### src/rtl/register_dump_reader.sv
// Register bank dump sequencer: walks an address range through one read
// port and streams (address, data) pairs out over a valid/ready handshake.
module register_dump_reader #(
   parameter int ADDR_WIDTH = 5,
   parameter int DATA_WIDTH = 32
) (
   input  logic                  clock_i,
   input  logic                  reset_i,
   input  logic                  start_i,
   input  logic [ADDR_WIDTH-1:0] firstAddress_i,
   input  logic [ADDR_WIDTH-1:0] lastAddress_i,
   output logic [ADDR_WIDTH-1:0] readAddress_o,
   input  logic [DATA_WIDTH-1:0] readData_i,
   output logic                  outValid_o,
   input  logic                  outReady_i,
   output logic [ADDR_WIDTH-1:0] outAddress_o,
   output logic [DATA_WIDTH-1:0] outData_o,
   output logic                  busy_o,
   output logic                  done_o
);

   typedef enum logic [1:0] {
      IDLE  = 2'd0,
      FETCH = 2'd1,
      SEND  = 2'd2
   } state_t;

   state_t                state_q;
   logic [ADDR_WIDTH-1:0] ptr_q;
   logic [ADDR_WIDTH-1:0] ptr_d;
   logic [ADDR_WIDTH-1:0] last_q;
   logic [ADDR_WIDTH-1:0] out_addr_q;
   logic [DATA_WIDTH-1:0] out_data_q;
   logic                  valid_q;
   logic                  busy_q;
   logic                  done_q;

   // Natural wrap past the top address gives the modulo range walk.
   assign ptr_d = ptr_q + ADDR_WIDTH'(1);

   always_ff @(posedge clock_i or negedge reset_i) begin
      if (!reset_i) begin
         state_q    <= IDLE;
         ptr_q      <= '0;
         last_q     <= '0;
         out_addr_q <= '0;
         out_data_q <= '0;
         valid_q    <= 1'b0;
         busy_q     <= 1'b0;
         done_q     <= 1'b0;
      end else begin
         done_q <= 1'b0;
         unique case (state_q)
            IDLE: begin
               // The done cycle is still the tail of the previous dump.
               if (start_i && !done_q) begin
                  ptr_q   <= firstAddress_i;
                  last_q  <= lastAddress_i;
                  busy_q  <= 1'b1;
                  state_q <= FETCH;
               end
            end
            FETCH: begin
               out_data_q <= readData_i;
               out_addr_q <= ptr_q;
               valid_q    <= 1'b1;
               state_q    <= SEND;
            end
            SEND: begin
               if (outReady_i) begin
                  valid_q <= 1'b0;
                  if (ptr_q == last_q) begin
                     busy_q  <= 1'b0;
                     done_q  <= 1'b1;
                     state_q <= IDLE;
                  end else begin
                     ptr_q   <= ptr_d;
                     state_q <= FETCH;
                  end
               end
            end
            default: state_q <= IDLE;
         endcase
      end
   end

   assign readAddress_o = ptr_q;
   assign outValid_o    = valid_q;
   assign outAddress_o  = out_addr_q;
   assign outData_o     = out_data_q;
   assign busy_o        = busy_q;
   assign done_o        = done_q;

endmodule

### config.mk
export PLATFORM = sky130hd
export DESIGN_NAME = register_dump_reader
export DESIGN_NICKNAME = d
export VERILOG_FILES = /design/src/rtl/register_dump_reader.sv
export SDC_FILE = /design/constraint.sdc
export NUM_CORES = 1
export LEC_CHECK = 0
export ABC_AREA = 1
export BUFFER_PORTS_ARGS = -buffer_cell sky130_fd_sc_hd__buf_2
export CAP_MARGIN = 10
export CORE_ASPECT_RATIO = 1.75
export CORE_MARGIN = 5
export CORE_UTILIZATION = 52
export CTS_CLUSTER_SIZE = 28
export DETAILED_ROUTE_END_ITERATION = 10
export GPL_TIMING_DRIVEN = 0
export PLACE_DENSITY_LB_ADDON = 0.05
export SYNTH_ARGS = -nofsm -noshare
export SYNTH_HDL_FRONTEND = slang
export SYNTH_SLANG_ARGS = --single-unit
### constraint.sdc
create_clock -name clock_i -period 1.8 [get_ports clock_i]
set_input_delay 0.27 -clock clock_i [delete_from_list [all_inputs] [get_ports clock_i]]
set_output_delay 0.27 -clock clock_i [all_outputs]
set_load 0.01 [all_outputs]
# [After elaboration in Yosys (flattened, before gate mapping)]
# Cells that the tools add are included.
[word_totals] ff_bits=52 input_bits=46 out_inout_bits=45 wordCells=43
[classes] add_sub_neg=1 n_eq_ne=7 mux=17 n_reduce_logical=10
[ops] op="$mux W5" n=3
[ops] op="$pmux W5 S2" n=1
[ops] op="$mux W1" n=8
[ops] op="$ne A2 B2 Y1 const B" n=4
[ops] op="$reduce_and A4 Y1" n=2
[ops] op="$pmux W2 S3" n=1
[ops] op="$reduce_and A2 Y1" n=3
[ops] op="$add A5 B1 Y5 const B" n=1
[ops] op="$eq A5 B5 Y1" n=1
[ops] op="$mux W2" n=2
[ops] op="$pmux W1 S2" n=2
[ops] op="$reduce_bool A2 Y1" n=2
[ops] op="$eq A2 B1 Y1 const B" n=1
[ops] op="$eq A2 B2 Y1 const B" n=1
[ops] op="$logic_not A2 Y1" n=1
[ops] op="$logic_and A1 B1 Y1" n=1
[ops] op="$logic_not A1 Y1" n=1

# [Depth between registers and ports, before layout]
[depth] word_depth=4 mapped_depth=8 ltp_nobuf=8

# [Worst setup path before layout]
# No wires, ideal clock.
[synth_path] path_type="flip-flop to flip-flop" startpoint="register ptr_q[0] (netlist: readAddress_o[0])" endpoint="register ptr_q[4] (netlist: readAddress_o[4])" setup_ns=0.117 arrival_time_ns=1.102 t_required_ns=1.683 slack_ns=0.581 stages_incl_launch_ff=8 path_buffers=0 synth_period_minus_slack_ns=1.219 cell_sequence="dfrtp_1 -> ha_1 -> nand3_1 -> xor2_1 -> nand2_1 -> nand2_1 -> nand3_1 -> nand2_1"
[synth_via] elab_chain_len=4 elab_cells_between_ends=7 classes_between="add/sub: 1; eq/ne: 2; mux: 3; reduce/logical: 1"
[synth_rtl] element="start: declaration" line="29" text="logic [ADDR_WIDTH-1:0] ptr_q;"
[synth_rtl] element="start signal: assignment" line="57" text="ptr_q <= firstAddress_i;"
[synth_rtl] element="start signal: assignment" line="77" text="ptr_q <= ptr_d;"
[synth_rtl] element="$add A5 B1 Y5" line="39" text="assign ptr_d = ptr_q + ADDR_WIDTH'(1);"
[synth_rtl] element="$mux W5" line="72" text="if (ptr_q == last_q) begin"
[synth_rtl] element="$mux W5" line="70" text="if (outReady_i) begin"
[synth_rtl] element="$pmux W5 S2" line="53" text="unique case (state_q)"
# Several ways; a longest one is shown, not always the timed one. The select of a mux whose other input is x is not followed.
# A chain may end at the register's enable or synchronous reset.

# [Worst setup path after layout]
[layout_path] startpoint="register ptr_q[0] (netlist: readAddress_o[0])" endpoint="register ptr_q[0] (netlist: readAddress_o[0])"
# The elaborated chain is that of the path after synthesis.

==> flow_metrics.env <==
export IMPL_cp_arrival_ns=1.58
export IMPL_grt_pass1_wl_um=7690
export IMPL_die_area_um2=5960
export IMPL_wl_um=4810
export IMPL_grt_setup_unrepaired="false"
export IMPL_postCtsSetupBuffers=0
export IMPL_crit_path_max_fanout=8
export IMPL_synth_yosys_seq_area_share_pct=56.0
export IMPL_reg2reg_slack_ns=0.45
export IMPL_initial_core_util_pct=53.3
export IMPL_relSlewSlack_pct=69.3
export IMPL_cts_inserted_buffers=5
export IMPL_vias=1617
export IMPL_crit_chain="nor2_1 > nor2_2 > nor2_2 > nand4_4 > nand2_4 > nand2_1 > nand2_1"
export IMPL_insertion_delay_ns=0.30
export IMPL_crit_path_top_delay_cell="dfrtp_1"
export IMPL_ir_worst_vdd_mv=1.13
export IMPL_grt_overflow=0
export IMPL_grt_max_degree=53
export IMPL_drive_gt1_share_pct=53.6
export IMPL_final_cell_mix="buf_2 (91), dfrtp_1 (52), nand2_1 (36), mux2_4 (30)"
export IMPL_final_min_clock_period_ns=1.35
export IMPL_ant_nets=0
export IMPL_finalHoldViolCount=0
export IMPL_clock_sinks=52
export IMPL_num_io_pins=91
export IMPL_synth_warnings=0
export IMPL_drv_cap=0
export IMPL_fillers=379
export IMPL_synth_cells=180
export IMPL_start_kind="register"
export IMPL_final_common_cell="buf_2"
export IMPL_clk_pin_slew_ns=0.09
export IMPL_h_tree_depth=2
export IMPL_dpl_hpwl_um=3620
export IMPL_drv_slew=0
export IMPL_critPathMaxStageDelay_ns=0.48
export IMPL_critPathBufInv=0
export IMPL_drt_initial_drc_count=49
export IMPL_multi_input_area_um2=943
export IMPL_holdWs_ns=0.178
export IMPL_status="completed"
export IMPL_first_pass_iters=4
export IMPL_seqCellArea_um2=1300
export IMPL_final_setup_tns_ns=0
export IMPL_clockBufferDepth=2
export IMPL_syn_area_um2=2320
export IMPL_diodes=0
export IMPL_hp_class="in -> reg"
export IMPL_fmax_ghz=0.743
export IMPL_track_usage_pct=16.9
export IMPL_synth_cell_types=24
export IMPL_gp_congestion=0.757
export IMPL_detail_route_wl_per_cell_um=14.5
export IMPL_path_delay_family="simple AND/OR/NAND/NOR gates"
export IMPL_io_buffers=90
export IMPL_skew_ns=0.00619
export IMPL_root_buffer="clkbuf_8"
export IMPL_synth_seq_cells=52
export IMPL_rows=32
export IMPL_avgSynthCellArea_um2=12.9
export IMPL_synth_fp_nets=227
export IMPL_core_area_um2=4360
export IMPL_die_x_um=60.5
export IMPL_crit_type="reg -> reg"
export IMPL_grt_pass1_vias=1620
export IMPL_avgViaCountPerCell=4.89
export IMPL_leakage_uw=0.00162
export IMPL_postCtsHoldBufs=0
export IMPL_finalSetupViolations=0
export IMPL_period_share_pct=74.7
export IMPL_nNetsFinal=326
export IMPL_worst_slew_pin_slew_ns=0.461
export IMPL_post_cts_resize_count=0
export IMPL_endpoint_kind="register"
export IMPL_die_y_um=98.5
export IMPL_syn2layout_area_growth_pct=28.0
export IMPL_required_ns=2.04
export IMPL_antenna_found_initial=0
export IMPL_drc_errors=0
export IMPL_cts_tree="yes"
export IMPL_power_density_nw_per_um2=1900
-- through the flow --
step	power [µW]	utilization [%]	instance area (µm²)	setup slack [ns]	std cells
floorplan	4030	-	2320	0.581	180
global placement	4840	65.1	2840	0.475	321
detailed placement	4910	65.1	2840	0.458	321
CTS	5720	67.5	2950	0.438	329
global route	6040	68.2	2980	0.272	331
finish	5640	68.2	2980	0.455	331
-- worst paths after layout --
path | start | to | depth (start not counted)
max | readAddress_o[0] | readAddress_o[0] | 7
min | lastAddress_i[4] | last_q[4] | 2
min in group asynchronous | reset_i | outData_o[26] | 2
max in group asynchronous | reset_i | outData_o[19] | 3
max reg2reg | readAddress_o[0] | readAddress_o[0] | 7
min reg2reg | outValid_o | outValid_o | 2
-- area by class of cell --
class,instances,share of cell area (%)
inverters,11,1.39
well taps,51,2.14
multi-input cells,113,31.7
plain buffers,4,1.30
repair buffers,92,16.1
clock inverters,2,1.18
flip-flops and latches,52,43.7
clock buffers,6,2.44
-- synthesized netlist by cell type, drive strengths merged --
library cell  instances  area, µm²
inv                  10       37.5
clkinv                1       3.75
nand4                 1       21.3
nor2                 10       60.1
buf                   4       38.8
o21ai                 8       40.0
dfrtp                52       1300
mux2                 35        507
nand3                 8       40.0
nand2                42        193
xnor2                 2       17.5
nand3b                1       20.0
xor2                  2       17.5
a21oi                 3       15.0
ha                    1       12.5
-- where the power goes --
part	internal (µW)	switching (µW)	total, µW
combinational	1440	1320	2760
clock	413	367	780
sequential	1740	370	2110
total	3590	2050	5640
-- layer usage --
| layer | vias to the layer above | part of all wire (%) | global-route usage (%) |
|---|---|---|---|
| met2 | 55 | 52 | 29.2 |
| met1 | 766 | 38 | 20.1 |
| met5 | - | 0 | 0 |
| li1 | 788 | - | - |
| met3 | 8 | 7.9 | 4.59 |
| met4 | 0 | 1.8 | 5.18 |
-- worst register-to-register path, cell delays in order, from the launching register on --
cell and delay (ns):
dfrtp_1 0.48, nor2_1 0.16, nor2_2 0.05, nor2_2 0.18, nand4_4 0.17, nand2_4 0.13
nand2_1 0.06, nand2_1 0.06
-- sequential cells by signal (all words and copies together), names as in the netlist --
| register | count |
|---|---|
| busy_o | 1 |
| done_o | 1 |
| last_q | 5 |
| outAddress_o | 5 |
| outData_o | 32 |
| outValid_o | 1 |
| readAddress_o | 5 |
| state_q | 2 |
-- cells by family after synthesis --
family / after synthesis / synth area share (%)
AO/OA/AOI/OAI: 11 / 2.37
XOR/XNOR: 4 / 1.51
adder cells (fa/ha/maj): 1 / 0.538
buffers and inverters: 15 / 3.44
flip-flops: 52 / 56.0
multiplexers: 35 / 21.8
AND/OR/NAND/NOR: 62 / 14.4
No activity file was read; power rests on OpenSTA's default activity.
